File: config.mk
export PLATFORM = sky130hd
export DESIGN_NAME = alu_arbiter
export DESIGN_NICKNAME = d
export VERILOG_FILES = /design/src/rtl/kgp_alu_pkg.sv /design/src/rtl/alu_arb_pick.sv /design/src/rtl/alu_arbiter.sv
export SDC_FILE = /design/constraint.sdc
export NUM_CORES = 1
export LEC_CHECK = 0
export CORE_ASPECT_RATIO = 1.1
export CORE_MARGIN = 8
export CORE_UTILIZATION = 30
export DETAILED_ROUTE_END_ITERATION = 6
export DONT_BUFFER_PORTS = 1
export PLACE_DENSITY = 0.4
export SLEW_MARGIN = 20
export SYNTH_ARGS = -nofsm -noshare
export SYNTH_HDL_FRONTEND = slang
export SYNTH_SLANG_ARGS = --single-unit
File: constraint.sdc
create_clock -name clk -period 2.98 [get_ports clk]
set_clock_uncertainty 0.05 [all_clocks]
set_input_delay 0.745 -clock clk [delete_from_list [all_inputs] [get_ports clk]]
set_output_delay 0.745 -clock clk [all_outputs]
set_load 0.005 [all_outputs]
File: src/rtl/kgp_alu_pkg.sv
// Shared definitions for the KGP-RISC ALU arbiter: ALU control codes and FSM state encoding.
package kgp_alu_pkg;

  localparam logic [3:0] ALU_ADD  = 4'b0000;
  localparam logic [3:0] ALU_COMP = 4'b0001;
  localparam logic [3:0] ALU_AND  = 4'b0010;
  localparam logic [3:0] ALU_XOR  = 4'b0011;
  localparam logic [3:0] ALU_SHLL = 4'b0100;
  localparam logic [3:0] ALU_SHRL = 4'b0101;
  localparam logic [3:0] ALU_SHRA = 4'b0110;
  localparam int         ALU_VAR_BIT = 3;

  typedef enum logic [1:0] {
    IDLE = 2'd0,
    EXEC = 2'd1,
    RESP = 2'd2
  } arb_state_t;

endpackage

File: src/rtl/alu_arb_pick.sv
// Combinational grant selector for the two ALU requesters.
// ALU_ARB_FIXED_PRIO_EN: when defined, requester 0 wins every tie; otherwise round-robin.
module alu_arb_pick (
  input  logic [1:0] req_valid,
  input  logic       last_grant,
  output logic       grant_valid,
  output logic       grant_idx
);

`ifdef ALU_ARB_FIXED_PRIO_EN
  logic unused_last_grant;
  assign unused_last_grant = last_grant;
`endif

  // Pick the winner; a tie goes to the requester not served last time.
  always_comb begin
    grant_valid = |req_valid;
    grant_idx   = 1'b0;
    case (req_valid)
      2'b01:   grant_idx = 1'b0;
      2'b10:   grant_idx = 1'b1;
`ifdef ALU_ARB_FIXED_PRIO_EN
      2'b11:   grant_idx = 1'b0;
`else
      2'b11:   grant_idx = ~last_grant;
`endif
      default: grant_idx = 1'b0;
    endcase
  end

endmodule

File: src/rtl/alu_arbiter.sv
// Shares one KGP-RISC ALU between the execute stage (req 0) and the branch/address unit (req 1).
// Build option ALU_ARB_FIXED_PRIO_EN (in alu_arb_pick) selects fixed priority instead of round-robin.
module alu_arbiter
  import kgp_alu_pkg::*;
#(
  parameter int DATA_W  = 32,
  parameter int SHAMT_W = 5,
  parameter int CTRL_W  = 4
) (
  input  logic                 clk,
  input  logic                 rst,
  input  logic [1:0]           req_valid,
  output logic [1:0]           req_ready,
  input  logic [2*DATA_W-1:0]  req_in1,
  input  logic [2*DATA_W-1:0]  req_in2,
  input  logic [2*SHAMT_W-1:0] req_shamt,
  input  logic [2*CTRL_W-1:0]  req_ctrl,
  output logic [1:0]           resp_valid,
  input  logic [1:0]           resp_ready,
  output logic [DATA_W-1:0]    resp_out,
  output logic                 resp_flag,
  output logic [DATA_W-1:0]    alu_input1,
  output logic [DATA_W-1:0]    alu_input2,
  output logic [SHAMT_W-1:0]   alu_shamt,
  output logic [CTRL_W-1:0]    alu_control,
  input  logic [DATA_W-1:0]    alu_out,
  input  logic                 alu_flag
);

  arb_state_t         state;
  logic               grant;
  logic               last_grant;
  logic [DATA_W-1:0]  op_in1;
  logic [DATA_W-1:0]  op_in2;
  logic [SHAMT_W-1:0] op_shamt;
  logic [CTRL_W-1:0]  op_ctrl;
  logic [DATA_W-1:0]  res_out;
  logic               res_flag;
  logic               grant_valid;
  logic               grant_idx;

  alu_arb_pick u_pick (
    .req_valid   (req_valid),
    .last_grant  (last_grant),
    .grant_valid (grant_valid),
    .grant_idx   (grant_idx)
  );

  // Accept only the selected requester, and only while idle.
  always_comb begin
    req_ready = 2'b00;
    if (state == IDLE && grant_valid) begin
      req_ready[grant_idx] = 1'b1;
    end else begin
      req_ready = 2'b00;
    end
  end

  // Present the held result to the requester that owns it.
  always_comb begin
    resp_valid = 2'b00;
    if (state == RESP) begin
      resp_valid[grant] = 1'b1;
    end else begin
      resp_valid = 2'b00;
    end
  end

  // Transaction FSM: capture operands, sample the ALU once, hold the result until taken.
  always_ff @(posedge clk) begin
    if (rst) begin
      state      <= IDLE;
      grant      <= 1'b0;
      last_grant <= 1'b1;
      op_in1     <= {DATA_W{1'b0}};
      op_in2     <= {DATA_W{1'b0}};
      op_shamt   <= {SHAMT_W{1'b0}};
      op_ctrl    <= {CTRL_W{1'b0}};
      res_out    <= {DATA_W{1'b0}};
      res_flag   <= 1'b0;
    end else begin
      case (state)
        IDLE: begin
          if (grant_valid) begin
            grant    <= grant_idx;
            op_in1   <= grant_idx ? req_in1[2*DATA_W-1:DATA_W]    : req_in1[DATA_W-1:0];
            op_in2   <= grant_idx ? req_in2[2*DATA_W-1:DATA_W]    : req_in2[DATA_W-1:0];
            op_shamt <= grant_idx ? req_shamt[2*SHAMT_W-1:SHAMT_W] : req_shamt[SHAMT_W-1:0];
            op_ctrl  <= grant_idx ? req_ctrl[2*CTRL_W-1:CTRL_W]    : req_ctrl[CTRL_W-1:0];
            state    <= EXEC;
          end
        end
        EXEC: begin
          res_out  <= alu_out;
          res_flag <= alu_flag;
          state    <= RESP;
        end
        RESP: begin
          if (resp_ready[grant]) begin
            last_grant <= grant;
            state      <= IDLE;
          end
        end
        default: state <= IDLE;
      endcase
    end
  end

  assign alu_input1  = op_in1;
  assign alu_input2  = op_in2;
  assign alu_shamt   = op_shamt;
  assign alu_control = op_ctrl;
  assign resp_out    = res_out;
  assign resp_flag   = res_flag;

endmodule

-- Word level (Yosys, flattened, before mapping)
Cells that the tools add are included.
- bits in registers: 110
- bits of input ports: 185
- reduce and logical (&&, ||, !) cells: 8
- equality and inequality tests: 6
- muxes and demuxes: 16
- magnitude comparators: 4
- bitwise operators: 1
- operators with widths (cell ; number):
    32-bit two-way mux ; 2
    2-bit two-way mux ; 4
    2-bit equality test (second input constant) ; 3
    2-bit one-hot mux with 3 select lines ; 1
    2-bit AND reduction ; 3
    5-bit two-way mux ; 1
    1-bit by 2-bit less-than comparator with 1-bit output (second input constant) ; 2
    1-bit two-way mux ; 4
    4-bit two-way mux ; 1
    1-bit logical AND ; 3
    1-bit demux with 1-bit select ; 2
    2-bit by 1-bit equality test with 1-bit output (second input constant) ; 1
    1-bit greater-or-equal comparator (second input constant) ; 2
    2-bit zero test ; 1
    2-bit by 1-bit inequality test with 1-bit output (second input constant) ; 1
    2-bit inequality test (second input constant) ; 1
    1-bit one-hot mux with 2 select lines ; 1
    2-bit OR reduction ; 1
    1-bit inverter ; 1

-- Logic depth before layout (Yosys ltp)
- depth after elaboration: 7
- gate-level depth with buffers: 5
- gate-level depth less buffers: 3

-- Modules after synthesis
From an unflattened synthesis, not the netlist that was laid out.
- cells, all modules: 414
- area, all modules: 4693.3 um^2
- by module, submodules not included (module ; times used ; area each (um^2) ; seq. area each (um^2) ; cells an instance):
    alu_arbiter ; 1 ; 4679.5 ; 2202.1 ; 412
    alu_arb_pick ; 1 ; 13.8 ; 0.0 ; 2

-- Least setup slack after synthesis
OpenSTA, ideal clock, no wires.
- kind: in2out
- from: input port req_valid[1]
- to: output port req_ready[1]
- path buffers: 2
- path slack: 835 ps
- data required time: 2185 ps
- stages: 5
- arrival: 1350 ps
- cells stage by stage: a21boi_2 buf_4 buf_2 nand2_1 inv_1
- longest elaborated chain between the ends: 7
- elaborated cells between the ends (all ways): 11
- ends and longest elaborated chain (element ; line ; source):
    from (decl) ; alu_arbiter.sv:12 ; input logic [1:0] req_valid,
    2-bit equality test ; alu_arb_pick.sv:19 ; case (req_valid)
    1-bit one-hot mux with 2 select lines ; alu_arb_pick.sv:19 ;
    1-bit by 2-bit less-than comparator with 1-bit output (implied by the code) or 1-bit greater-or-equal comparator (tied branches) ; alu_arbiter.sv:53 ; req_ready[grant_idx] = 1'b1;
    1-bit logical AND (implied by the code) ; alu_arbiter.sv:53 ;
    1-bit two-way mux (implied by the code) ; alu_arbiter.sv:53 ;
    1-bit demux with 1-bit select ; alu_arbiter.sv:53 ;
    2-bit two-way mux (*) ; alu_arbiter.sv:52 ; if (state == IDLE && grant_valid) begin
    to (decl) ; alu_arbiter.sv:13 ; output logic [1:0] req_ready,
Mark *: on every way between the ends. The rest lies on a longest branch, timed or not.

-- Worst setup path after layout
- from: register state[1]
- to: output port req_ready[1]
- longest elaborated chain between the ends: 3
- ends and longest elaborated chain (element ; line ; source):
    from (decl) ; alu_arbiter.sv:30 ; arb_state_t state;
    from (signal assigned) ; alu_arbiter.sv:72 ; state <= IDLE;
    from (signal assigned) ; alu_arbiter.sv:90 ; state <= EXEC;
    from (signal assigned) ; alu_arbiter.sv:96 ; state <= RESP;
    2-bit zero test ; alu_arbiter.sv:52 ;
    1-bit logical AND ; alu_arbiter.sv:52 ;
    2-bit two-way mux ; alu_arbiter.sv:52 ;
No other way between the ends.

==> results_dict.tcl <==
set metrics [dict create \
    status "finished, final reports clean" \
    hold_path_class "in -> reg" \
    ant_nets 0 \
    synth-xor-area-share_pct 0 \
    clock_power_share_pct 34.7 \
    dp_hpwl_mm 12.03 \
    htreeDepth 3 \
    p_total_mw 3.389 \
    synth_top_family_by_area "simple AND/OR/NAND/NOR gates" \
    area_delta_synth_final_pct 6.517 \
    p_per_area_nw_per_um2 679.1 \
    holdPathStages 1 \
    synthDominantCellAreaShare_pct 47.01 \
    yosys.area_share.simple_pct 22.92 \
    grt_usage_pct 16.77 \
    cp_slowest_cell "dfxtp_1" \
    path_cells "nor2_4 > buf_4 > nand2_1 > inv_1" \
    place_ws_ps 850.8 \
    cts_buffer_depth 2 \
    holdBufCountCts 0 \
    peakVddDrop_uv 244.7 \
    drv_slew 0 \
    reg2reg_slack_ps 1140 \
    syn_nets 778 \
    first_pass_iters 5 \
    synth_compound_area_share_pct 22.01 \
    max-slew-margin-rel_pct 44.90 \
    cts_resized 0 \
    die-area_um2 19870 \
    finalHoldViolations 0 \
    multiInputGateArea_um2 2143 \
    maxCapViolations 0 \
    cp.arrival_ps 1540 \
    nNetsFinal 733 \
    synth_most_common_cell "nand3_1" \
    cp_max_fo 27 \
    synth_fa_ha_area_share_pct 0 \
    synth_edf_count 0 \
    yosysTopAreaCell "dfxtp_1" \
    rows 48 \
    clock-root-buffer "clkbuf_16" \
    clock_latency_ps 350 \
    power.static_leakage_nw 1.589 \
    yosysUniqueCellTypes 27 \
    whs_ps 416.9 \
    cts_tree "yes" \
    synth_cells 593 \
    regToRegStartpoint "state[1]" \
    cts_sinks 110 \
    yosys_warnings 0 \
    worst-path-buf-inv 2 \
    gp_congestion 0.7293 \
    drtIter0Drc 257 \
    fin_ws_ps 641.0 \
    coreArea_um2 15490 \
    wl_per_cell_um 23.47 \
    min_period_over_period_pct 78.49 \
    synthTopCellsByArea "dfxtp_1 (47%), nand3_1 (16%), a31oi_1 (9.7%), nand2_1 (5.4%), o21ai_1 (5.2%)" \
    rsz0062_at_grt "false" \
    ys_async_sr_fraction_pct 0 \
    grt_pass1_wl_mm 26.14 \
    cts_buffers 9 \
    muxShareOfSynthArea_pct 0.2137 \
    synth-seq-cells 110 \
    cts_setup_buffers 0 \
    fill_cells 1707 \
    cp-start-kind "flip-flop" \
    drc_errors 0 \
    avgSynthCellArea_um2 7.900 \
    synth_common_cells "nand3_1 (146), dfxtp_1 (110), a31oi_1 (73), nand2_1 (67), o21ai_1 (49)" \
    yosysSeqAreaShare_pct 47.01 \
    fin_setup_tns_ps 0 \
    setup-violations-final 0 \
    path_delay_family "buffers and inverters" \
    p_switching_mw 1.008 \
    critPathRequiredTime_ps 2180 \
    power_frac_seq_pct 50.9 \
    grt-ovfl-total 0 \
    path_class "reg -> out" \
    power_frac_comb_pct 14.4 \
    grt_max_degree 111 \
    whs_endpoint "alu_input2[8]" \
    syn_area_um2 4684 \
    ff_latch_area_um2 2202 \
    pin_count 295 \
    worstSetupPathDepth 4 \
    ys_dominant_reg_cell "dfxtp_1" \
    worstHoldStart "rst" \
    die_y_um 147.1 \
    slowest_delay_ps 420 \
    drt-total-wl_mm 17.70 \
    tightest_slew_ps 826.5 \
    start_util_pct 30.23 \
    antenna_found_initial 1 \
    fin_cells 754 \
    die_w_um 135.1 \
    port_buffers 0 \
    r2r_cells 4 \
    drive_gt1_share_pct 6.329 \
    num_vias 4398 \
    min_period_ps 2339 \
    fmax_mhz 427.5 \
    internal_power_mw 2.381 \
    sw_frac_of_total_pct 29.74 \
    vias_per_cell 5.833 \
    grt_pass1_vias 4338 \
    r2r_end "alu_input1[31]" \
    crit_path_end_kind "output port" \
    clk_pin_slew_ps 80 \
    dp.cells 737 \
]
-- worst max-delay path by stage --
stage / startpoint / end / slack, ps
after floorplan: req_valid[1] / req_ready[1] / 840
after global placement: req_valid[1] / alu_input1[2] / 900
after detailed placement: req_valid[1] / alu_input1[2] / 850
after CTS: state[1] / req_ready[1] / 590
after global routing: state[1] / req_ready[1] / 520
final: state[1] / req_ready[1] / 640
-- sequential cells by signal, summed over array words and instances, names as in the netlist --
signal and count:
alu_control 4, alu_input1 32, alu_input2 32, alu_shamt 5, grant 1, last_grant 1
resp_flag 1, resp_out 32, state 2
-- placed cells by master (no fill, tap or decap), types with 3 or more instances in the layout --
| cell type | instances |
|---|---|
| a21oi_1 | 37 |
| a31oi_1 | 73 |
| o21ai_0 | 25 |
| nand3_1 | 146 |
| buf_4 | 11 |
| clkinv_2 | 3 |
| nand2_1 | 67 |
| clkbuf_16 | 9 |
| o21ai_1 | 49 |
| dfxtp_1 | 110 |
-- cell families (layout without fill, tap and decap cells) --
logic type,after synthesis,count (layout)
other cells,0,1
mux,1,1
buf+inv,69,29
simple gates,227,227
flops,110,110
compound gates,186,186
-- through the flow --
| step | cell area, µm² | util (%) |
|---|---|---|
| after floorplan | 4684 | - |
| after global placement | 4702 | 30.35 |
| after detailed placement | 4702 | 30.35 |
| after CTS | 4987 | 32.19 |
| after global routing | 4990 | 32.20 |
| final | 4990 | 32.20 |
-- power groups by stage --
stage,Clock [mW],Combinational (mW),Sequential [mW]
after CTS,1.23,0.494,1.73
after global routing,1.29,0.549,1.74
after detailed placement,0,0.496,1.76
after floorplan,0,0.432,1.71
final,1.18,0.488,1.72
after global placement,0,0.479,1.77
-- metal layers --
layer  part of all wire, %  vias up  GRT usage, %
met1                    38     2064         19.70
met2                    48      256         26.57
li1                      -     2050             -
met5                     0        -             0
met4                   2.7        0         8.394
met3                    11       28         5.704
-- worst register-to-register path, stage by stage (launching register included) --
cell,delay (ps)
dfxtp_1,550
or2_2,480
buf_4,360
o21ai_0,140
a31oi_1,190
-- cell type report --
type	instances	area share, %
sequential	110	44.13
multi-input combinational	414	42.95
clock buffer	11	5.065
tap	200	5.015
timing repair buffer	12	2.056
clock inverter	5	0.6520
inverter	1	0.07523
antenna	1	0.05015
Note: power is estimated with default switching activity, not from simulation.
